--- src/rtl/vga_hvsync_generator.sv ---
// 640x480@60 VGA raster timing: free-running beam counters plus sync and visible-area
// flags that always describe the hpos/vpos presented in the same cycle.
module vga_hvsync_generator #(
    parameter int H_DISPLAY    = 640,
    parameter int H_FRONT      = 16,
    parameter int H_SYNC       = 96,
    parameter int H_BACK       = 48,
    parameter int V_DISPLAY    = 480,
    parameter int V_FRONT      = 10,
    parameter int V_SYNC       = 2,
    parameter int V_BACK       = 33,
    parameter bit HSYNC_ACTIVE = 1'b0,
    parameter bit VSYNC_ACTIVE = 1'b0
) (
    input  logic       clk,
    input  logic       reset,
    output logic       hsync,
    output logic       vsync,
    output logic       display_on,
    output logic [9:0] hpos,
    output logic [9:0] vpos
);

    localparam int H_TOTAL = H_DISPLAY + H_FRONT + H_SYNC + H_BACK;
    localparam int V_TOTAL = V_DISPLAY + V_FRONT + V_SYNC + V_BACK;

    localparam logic [9:0] H_LAST       = 10'(H_TOTAL - 1);
    localparam logic [9:0] V_LAST       = 10'(V_TOTAL - 1);
    localparam logic [9:0] H_VISIBLE    = 10'(H_DISPLAY);
    localparam logic [9:0] V_VISIBLE    = 10'(V_DISPLAY);
    localparam logic [9:0] H_SYNC_START = 10'(H_DISPLAY + H_FRONT);
    localparam logic [9:0] H_SYNC_END   = 10'(H_DISPLAY + H_FRONT + H_SYNC);
    localparam logic [9:0] V_SYNC_START = 10'(V_DISPLAY + V_FRONT);
    localparam logic [9:0] V_SYNC_END   = 10'(V_DISPLAY + V_FRONT + V_SYNC);

    logic [9:0] hpos_next;
    logic [9:0] vpos_next;
    logic       hsync_next;
    logic       vsync_next;

    always_comb begin
        hpos_next = hpos + 10'd1;
        vpos_next = vpos;
        if (hpos == H_LAST) begin
            hpos_next = '0;
            vpos_next = (vpos == V_LAST) ? '0 : vpos + 10'd1;
        end

        // NOTE: syncs are decoded from the next-state counters so that, once registered,
        // they line up with the hpos/vpos registers instead of lagging them by one clock.
        hsync_next = ((hpos_next >= H_SYNC_START) && (hpos_next < H_SYNC_END))
                     ? HSYNC_ACTIVE : !HSYNC_ACTIVE;
        vsync_next = ((vpos_next >= V_SYNC_START) && (vpos_next < V_SYNC_END))
                     ? VSYNC_ACTIVE : !VSYNC_ACTIVE;
    end

    // NOTE: all state updates use non-blocking assignments so every register samples
    // the pre-edge values of the others.
    always_ff @(posedge clk) begin
        if (reset) begin
            hpos  <= '0;
            vpos  <= '0;
            hsync <= !HSYNC_ACTIVE;
            vsync <= !VSYNC_ACTIVE;
        end else begin
            hpos  <= hpos_next;
            vpos  <= vpos_next;
            hsync <= hsync_next;
            vsync <= vsync_next;
        end
    end

    assign display_on = (hpos < H_VISIBLE) && (vpos < V_VISIBLE);

endmodule

--- config.mk ---
export PLATFORM = sky130hd
export DESIGN_NAME = vga_hvsync_generator
export DESIGN_NICKNAME = d
export VERILOG_FILES = /design/src/rtl/vga_hvsync_generator.sv
export SDC_FILE = /design/constraint.sdc
export NUM_CORES = 1
export LEC_CHECK = 0
export ABC_AREA = 1
export CORE_MARGIN = 5
export CORE_UTILIZATION = 51
export DETAILED_ROUTE_END_ITERATION = 8
export HOLD_SLACK_MARGIN = 0.06
export PLACE_DENSITY = 0.79
export SLEW_MARGIN = 30
export SYNTH_ARGS = -nofsm -noshare
export SYNTH_HDL_FRONTEND = slang
export SYNTH_SLANG_ARGS = --single-unit
export TNS_END_PERCENT = 20
--- constraint.sdc ---
create_clock -name clk -period 1.7 [get_ports clk]
set_input_delay 0.425 -clock clk [delete_from_list [all_inputs] [get_ports clk]]
set_output_delay 0.425 -clock clk [all_outputs]
set_load 0.01 [all_outputs]
==> impl_metrics.ini, run 1 <==
[outcome]
status = completed

[worst_setup_path]
cp_slowest_stage_delay_ns = 0.34
crit_chain = nand2_2 > nor3_4 > a2111oi_4 > buf_2
reg2reg_depth = 12
end_kind = output pin
crit_path_start_kind = flop
critPathMaxFanout = 2
slowest_stage = dfxtp_2
reg2reg_setup_slack_ns = 0.10
cp.required_ns = 1.27
reg2reg_to = vsync
worstReg2RegStart = hpos[1]
crit_arrival_ns = 1.25
path_class = reg -> out

[power_and_ir_drop]
switching_share_pct = 20.5
vdd_drop_max_mv = 0.457
cellPowerDensity_nw_per_um2 = 527
pwr-share-seq_pct = 53.3
switchingPower_uw = 201
combPwrFrac_pct = 4.7
power_frac_clock_pct = 42.0
static-leakage-power_uw = 0.00107
p_int_uw = 776
p_total_uw = 977

[timing]
final.setup.worst_slack_ns = 0.0243
fin_skew_ns = 0.00104
fin_crit_ns = 1.68
fin_crit_sh_pct = 98.6
drv_slew = 0
tightest_slew_ns = 0.245
max_slew_margin_pct = 83.7
rsz0062_at_grt = true
hold_violations = 0
setup_viol = 0
fmax_mhz = 597

[final_layout]
diodes = 0
area_growth_pct = 41.6
fin_nets = 250
drive_gt1_share_pct = 28.8
nFillCells = 207

[worst_hold_path]
hold_path_class = reg -> reg
min_from = vpos[0]
hold_path_depth = 2
hold-path-endpoint = vpos[0]

[die]
die_x_um = 60.7
io_pins = 25
die_h_um = 60.7
coreArea_um2 = 2480
fp-row-count = 18
start_util_pct = 52.9
die-area_um2 = 3680

[place]
numPortBuffers = 24
gp_congestion = 0.903
dp_worst_setup_slack_ns = -0.173
hpwl_mm = 2.66

[drt]
drt-initial-drc-count = 56
viasPerCell = 5.16
ant_nets = 0
vias = 1408
drc = 0
routedWlPerCell_um = 12.8
dr.pass1.iters = 4
routed_wl_mm = 3.50

[logic_synthesis]
postSynthAreaPerCell_um2 = 6.62
synth-seq-cells = 22
ys_seq_area_share_pct = 33.6
synth_nets = 204
ys_async_sr_fraction_pct = 0
syn_area_um2 = 1310
synthFlopType = dfxtp_1
synthCells = 198
synthDistinctLibCells = 25
synth-edff-count = 0
ys_warn_count = 0

[run]
cap_violations = 0

[global_route]
grt_pass1_vias = 1423
grt_pass1_wl_mm = 5.81
antenna_found_initial = 0
grt_overflow = 0
grt_start_max_net_pins = 14
grt_usage_pct = 21.2

[clock_network]
cts_root_buffer = clkbuf_4
clkTransAtPathRegs_ns = 0.13
clkSinkCount = 22
cts_buffers = 3
h-tree-depth = 1
cts_tree = built
clkLatencyLatePin_ns = 0.32
clockBufferDepth = 2
cell type report:
cell class	instances	area (um^2)	share of cell area [%]
clock buffers	3	22.5	1.21
clock inverters	1	30.0	1.62
inverters	28	105	5.66
multi-input cells	146	801	43.2
flip-flops and latches	22	469	25.3
well taps	30	37.5	2.02
repair buffers	43	390	21.0
worst max-delay path: cells and delay by family (launching register included):
kind,cells,cell delay [ns]
buf+inv,1,0.19
flops,1,0.34
compound gates,1,0.26
simple gates,2,0.14
synth_stat cells, types with 2 or more instances:
master / number / area share, %
o21bai_1: 2 / 1.1
nand2_2: 7 / 3.3
dfxtp_1: 22 / 34
inv_1: 23 / 6.6
nand3_1: 16 / 6.1
nand2_1: 56 / 16
nand4_1: 2 / 0.95
ha_1: 4 / 3.8
nor2_4: 5 / 4.3
clkbuf_1: 2 / 0.57
nor3_1: 2 / 0.76
nor2_1: 32 / 9.2
o21ai_1: 2 / 0.76
o21ai_0: 3 / 1.1
nand2_4: 2 / 1.7
xor2_1: 2 / 1.3
inv_2: 5 / 1.4
a21oi_1: 2 / 0.76
nor2_2: 3 / 1.4
stage by stage:
stage | instances | TNS [ns] | hold slack (ns) | area [um^2] | util [%]
2_1_floorplan | 198 | 0 | 0.483 | 1310 | -
3_3_place_gp | 266 | -0.0905 | 0.503 | 1700 | 68.6
3_5_place_dp | 266 | -0.173 | 0.521 | 1700 | 68.6
4_1_cts | 270 | -0.0327 | 0.513 | 1760 | 71.1
5_1_grt | 273 | -0.0967 | 0.546 | 1860 | 74.9
6_report | 273 | 0 | 0.510 | 1860 | 74.9
cell families after synthesis:
kind of cell    Yosys count  synth area share (%)
simple gates            128                  47.0
fa+ha+maj                 4                  3.82
compound gates           12                  5.64
flops                    22                  33.6
buf+inv                  30                  8.60
xor+xnor                  2                  1.34
power groups by stage:
stage | clock network, uW | logic, uW | registers [uW]
2_1_floorplan | 0 | 16.4 | 541
3_3_place_gp | 0 | 47.7 | 537
3_5_place_dp | 0 | 48.6 | 537
4_1_cts | 416 | 46.0 | 524
5_1_grt | 449 | 50.8 | 522
6_report | 410 | 46.4 | 520
worst max-delay path by stage:
stage	start	end	slack (ns)
after floorplan	hpos[9]	display_on	0.06
after global placement	hpos[9]	display_on	-0.09
after CTS	hpos[9]	display_on	-0.02
after detailed placement	hpos[9]	display_on	-0.17
after global routing	vpos[5]	display_on	-0.05
final	vpos[7]	display_on	0.02
placed cells by master, fill, tap and decap left out, drive strengths merged:
cell	instances
a21oi	2
nand2	65
clkdlybuf4s50	3
nor3	3
dlygate4sd2	10
o21bai	2
o211ai	1
bufinv	1
nor2	40
dlymetal6s2s	10
nand4	3
nand3	17
o21ai	5
ha	4
xor2	2
clkbuf	3
buf	20
a2111oi	1
dfxtp	22
a21o	1
inv	28
repair_timing:
action / in CTS / in global routing
endpoints found under the setup margin: 19 / 13
pin swaps: 0 / 4
hold buffers: 0 / 0
setup buffers: 0 / 3
gates resized for setup: 27 / 25
sequential cells by signal (all words and copies together) (netlist names):
signal,count
hpos,10
hsync,1
vpos,10
vsync,1
routing by layer:
metal / GRT usage [%] / vias to the layer above / part of all wire, %
li1: - / 702 / -
met1: 21.8 / 642 / 39
met2: 40.0 / 49 / 53
met3: 4.26 / 15 / 5.4
met4: 11.1 / 0 / 3.3
met5: 0 / - / 0
Power figures use the tool's default switching activity.
==> run 2, diff against run 1 <==
--- a/config.mk
+++ b/config.mk
@@ -10,8 +10,8 @@
 export CORE_UTILIZATION = 51
 export DETAILED_ROUTE_END_ITERATION = 8
 export HOLD_SLACK_MARGIN = 0.06
-export PLACE_DENSITY = 0.79
-export SLEW_MARGIN = 30
+export PLACE_DENSITY = 0.91
+export SLEW_MARGIN = 20
 export SYNTH_ARGS = -nofsm -noshare
 export SYNTH_HDL_FRONTEND = slang
 export SYNTH_SLANG_ARGS = --single-unit
==> run 2 against run 1 <==
  * Clock skew up 0.0050 ns
  * Sequential share of layout area up 0.34 points
  * Fmax up 0.49%
  * Global-route usage down 2.1 points
  * Sequential power about the same
  * Register-to-register slack better by 0.03 ns
  * Via count down 3.6%
  * Clock power up 1%
  * Final cell count down 1.1%
  * Sequential cell count unchanged
  * Die area unchanged
  * Largest power group unchanged
==> impl_metrics.ini, run 2 (synthesis gave the netlist of run 1 again) <==
[outcome]
status = completed

[clock_network]
cts_buffers = 3
clkSinkCount = 22
clockBufferDepth = 2
cts_root_buffer = clkbuf_4
clkLatencyLatePin_ns = 0.32
ctsHoldBuffers = 0
clkTransAtPathRegs_ns = 0.13
cts_tree = built
h-tree-depth = 1

[power_and_ir_drop]
vdd_drop_max_mv = 0.616
cellPowerDensity_nw_per_um2 = 548
static-leakage-power_uw = 0.00101

[die]
die_x_um = 60.7
start_util_pct = 52.9
die_h_um = 60.7
die-area_um2 = 3680
io_pins = 25
fp-row-count = 18
coreArea_um2 = 2480

[worst_setup_path]
end_kind = output pin
crit_buf_inv = 2
slowest_stage = dfxtp_2
cp.depth = 4
cp_slowest_stage_delay_ns = 0.36
cp.required_ns = 1.27
critPathMaxFanout = 3
crit_arrival_ns = 1.24
crit_path_start_kind = flop
path_class = reg -> out
crit_chain = nand2_2 > inv_2 > a2111oi_2 > buf_2
crit_family = flip-flops
reg2reg_depth = 8

[drt]
vias = 1358
drt-initial-drc-count = 65
ant_nets = 0
routedWlPerCell_um = 11.5
drc = 0
routed_wl_mm = 3.11
viasPerCell = 5.03
dr.pass1.iters = 4

[place]
gp_congestion = 0.892
dp_worst_setup_slack_ns = -0.138
numPortBuffers = 24
numPlacedInstances = 266
placed_area_um2 = 1700
hpwl_mm = 2.48

[timing]
setup_viol = 0
hold_violations = 0
tightest_slew_ns = 0.336
fmax_mhz = 600
rsz0062_at_grt = true
fin_skew_ns = 0.00608
drv_slew = 0
tns_ns = 0
final.setup.worst_slack_ns = 0.0324
fin_crit_sh_pct = 98.1
max_slew_margin_pct = 77.4
fin_crit_ns = 1.67

[final_layout]
final_cell_mix = 55 x nand2_1, 32 x nor2_1, 22 x inv_1
drive_gt1_share_pct = 25.0
layout_commonest_cell = nand2_1
diodes = 0
instances_no_fill = 270
top_regs = hpos x10, vpos x10
fin_nets = 247
finish.instance_area_um2 = 1790
area_growth_pct = 36.8

[global_route]
grt_pass1_wl_mm = 5.35
grt_usage_pct = 19.1
grt_start_max_net_pins = 14
grt_overflow = 0
antenna_found_initial = 0
grt_pass1_vias = 1341

[run]
cap_violations = 0

[worst_hold_path]
hold_path_class = reg -> reg
hold_path_depth = 2
[run 2: changes by cell type in the layout (fill, tap and decap cells not counted), sizes merged]
cell	before	now
buf	20	17
clkdlybuf4s50	3	4
dlymetal6s2s	10	9
[run 2: power by group]
part | internal (uW) | switching, uW
clock network | 239 | 176
logic | 21.8 | 23.3
registers | 518 | 4.03
[run 2: final cells by class]
| type | instances | area (um^2) |
|---|---|---|
| clock inverters | 1 | 30.0 |
| fillers | 213 | 686 |
| clock buffers | 3 | 22.5 |
| multi-input cells | 146 | 772 |
| flip-flops and latches | 22 | 459 |
| inverters | 28 | 105 |
| repair buffers | 40 | 365 |
| well taps | 30 | 37.5 |
[run 2: final timing paths]
| check | from | to | slack (ns) |
|---|---|---|---|
| worst min-delay path | vpos[0] | vpos[0] | 0.51 |
| worst min register to register | vpos[0] | vpos[0] | 0.51 |
| worst max-delay path | hpos[9] | display_on | 0.03 |
| worst max register to register | hpos[0] | vsync | 0.13 |
[run 2: what timing repair did]
| action | CTS | global route |
|---|---|---|
| endpoints found under the setup margin | 20 | 12 |
| buffers inserted | 0 | 0 |
| gates resized for setup | 27 | 14 |
| pin swaps | 0 | 1 |
[run 2: per-layer routing]
metal	vias to the layer above	wire length, um	track usage [%]
met1	615	1270	21.6
met3	5	180	3.62
met4	0	38	7.12
li1	705	-	-
met2	33	1620	35.3
met5	-	0	0
[run 2: through the flow]
stage	power [uW]	utilization [%]	hold slack [ns]
finish	982	72.3	0.509
detailed placement	585	68.6	0.518
global placement	584	68.6	0.508
global route	1010	72.3	0.552
floorplan	558	-	0.483
CTS	982	70.8	0.511
[run 2: worst min-delay path, delay by kind of cell, from the launching register on]
family             cells  cell delay, ns
AOI/OAI and AO/OA      1            0.05
and+or+nand+nor        1            0.07
DFF                    1            0.36
==> RTL change: new RTL, flow settings as in run 2 <==
Put one more register stage on the output `hpos`, without a reset. The value now appears one clock later. The other outputs are not delayed to match. Comments in the files are not updated.
--- a/src/rtl/vga_hvsync_generator.sv
+++ b/src/rtl/vga_hvsync_generator.sv
@@ -34,4 +34,6 @@
     localparam logic [9:0] V_SYNC_END   = 10'(V_DISPLAY + V_FRONT + V_SYNC);
 
+    logic [9:0] hpos_s0;
+
     logic [9:0] hpos_next;
     logic [9:0] vpos_next;
@@ -40,7 +42,7 @@
 
     always_comb begin
-        hpos_next = hpos + 10'd1;
+        hpos_next = hpos_s0 + 10'd1;
         vpos_next = vpos;
-        if (hpos == H_LAST) begin
+        if (hpos_s0 == H_LAST) begin
             hpos_next = '0;
             vpos_next = (vpos == V_LAST) ? '0 : vpos + 10'd1;
@@ -59,10 +61,10 @@
     always_ff @(posedge clk) begin
         if (reset) begin
-            hpos  <= '0;
+            hpos_s0 <= '0;
             vpos  <= '0;
             hsync <= !HSYNC_ACTIVE;
             vsync <= !VSYNC_ACTIVE;
         end else begin
-            hpos  <= hpos_next;
+            hpos_s0 <= hpos_next;
             vpos  <= vpos_next;
             hsync <= hsync_next;
@@ -71,5 +73,9 @@
     end
 
-    assign display_on = (hpos < H_VISIBLE) && (vpos < V_VISIBLE);
+    assign display_on = (hpos_s0 < H_VISIBLE) && (vpos < V_VISIBLE);
+
+    always_ff @(posedge clk) begin
+        hpos <= hpos_s0;
+    end
 
 endmodule
Formal check against the unedited RTL: not equivalent (Yosys sat finds a counterexample within 4 cycles, from zero or initial values and one cycle with reset high).
==> RTL change against run 2 <==
Clock power rose by 59%; highest routed layer unchanged; die area increased by 11%; critical path type unchanged; largest cell class unchanged; combinational power grew 16%; utilization increased by 1.2 points; area after synthesis is 13% higher; worst hold slack worse by 0.13 ns; final cell count increased by 5.6%; sequential cell count grew 10; count of clock-buffer cells in the layout increased by 4; power grew 51%; critical path depth is the same; final area rose by 14%; worst setup slack got worse by 0.028 ns; wire length up 19%.
==> RTL change: results (changes against run 2) <==
| Metric | Value |
|---|---|
| Arr. time, crit path | `1.27 ns (+0.03 ns)` |
| Placed Instances | `276 (+3.8%)` |
| Synth Net Count | `209 (+2.5%)` |
| Status | `finished clean` |
| Number of DRC markers in iteration 0 | `92 (+42%)` |
| Top post-synthesis cells by count | `nand2_1 (60), dfxtp_1 (32), nor2_1 (27)` |
| GPL Wtd Cong | `0.902 (+1.0%)` |
| Lkg Pwr | `0.999 nW (-1.5%)` |
| Sequential cell area share | `0.321 (+0.0648)` |
| Area growth from synthesis to layout | `38.1%` |
| Max-Slew Margin vs Limit | `0.800 (+0.0255)` |
| CTS Buf Count | `5 (+2)` |
| Fin nets | `259 (+4.9%)` |
| Syn_area_per_cell | `7.30 sq um (+10%)` |
| Synth area leaders | `dfxtp_1 (43%), nand2_1 (15%), nor2_1 (6.8%), inv_1 (6.3%), nand3_1 (5.1%)` |
| Worst-path maximum fanout | `2 (-1)` |
| Placed Area | `1900 sq um (+12%)` |
| DRT Pass-1 Iters | `5 (+1)` |
| Non-clock buffer share | `0.185 (-0.0192)` |
| Largest registers | `hpos x10, hpos_s0 x10, vpos x10` |
| Comb_multi_in | `143 (-2.1%)` |
| Clk Latency, worst-skew pair | `0.35 ns (+0.03 ns)` |
| Met2 usage | `0.295 (-0.0574)` |
| Invs w/o clock | `27 (-3.6%)` |
| Switching power total | `0.305 mW (+50%)` |
| DR WL/cell | `13.0 um (+13%)` |
| Met2 wire length | `1780 um (+10%)` |
| DR WL met3 | `210 um (+17%)` |
| DP HPWL | `2580 um (+4.3%)` |
| GRT Resource Usage Total | `0.191 (-0.000687)` |
| Layout clock area frac | `0.0465 (+0.0172)` |
| Worst supply voltage drop on vdd | `0.000777 V (+26%)` |
| Sequential share of the synthesized area | `0.432 (+0.0962)` |
RTL change: cell count changes after synthesis, sizes merged, moves of 2 or more:
cell | run 2 | this run
nor2 | 40 | 31
nand4 | 3 | 5
dfxtp | 22 | 32
a21oi | 2 | 7
nor3 | 3 | 5
o21ai | 5 | 2
nand3b | 0 | 2
RTL change: final timing paths:
path / depth (start not counted) / endpoint / start / slack, ns
hold / removal: 0 / hpos[4]$_DFF_P_ / hpos_s0[4]$_SDFF_PP0_ / 0.38
setup / recovery: 4 / display_on / vpos[6]$_SDFF_PP0_ / 0.004
setup reg to reg: 10 / vsync$_SDFF_PP1_ / hpos_s0[0]$_SDFF_PP0_ / 0.14
hold reg to reg: 0 / hpos[4]$_DFF_P_ / hpos_s0[4]$_SDFF_PP0_ / 0.38
RTL change: logic make-up after synthesis:
family	share of synthesized area
AOI/OAI and AO/OA	0.0532
xor gates and xnor gates	0.00591
adders and majority gates	0.0338
buffers and inverters	0.0726
DFF	0.432
and+or+nand+nor	0.402
RTL change: metrics by stage:
stage               total power [mW]  worst slack [ns]
finish                          1.48           0.00441
global route                    1.54           -0.0686
CTS                             1.49           -0.0921
detailed placement             0.836            -0.163
global placement               0.834            -0.142
floorplan                      0.806            0.0731
RTL change: power by group through the flow:
stage               clock, mW  combinational (mW)  sequential (mW)
floorplan                   0              0.0160            0.790
global placement            0              0.0503            0.784
detailed placement          0              0.0524            0.784
CTS                     0.668              0.0527            0.765
global route            0.711              0.0574            0.768
finish                  0.661              0.0522            0.766
RTL change: worst reg2reg max path, stage by stage, from the launching register on:
cell and delay (ns):
dfxtp_2 0.35, ha_2 0.19, nand2_2 0.11, nor2_8 0.15, nand3_4 0.15, nand2_2 0.10, nand2_2 0.06, nor2_4 0.11
nand2_1 0.07, nor2_2 0.09, nand3_1 0.08
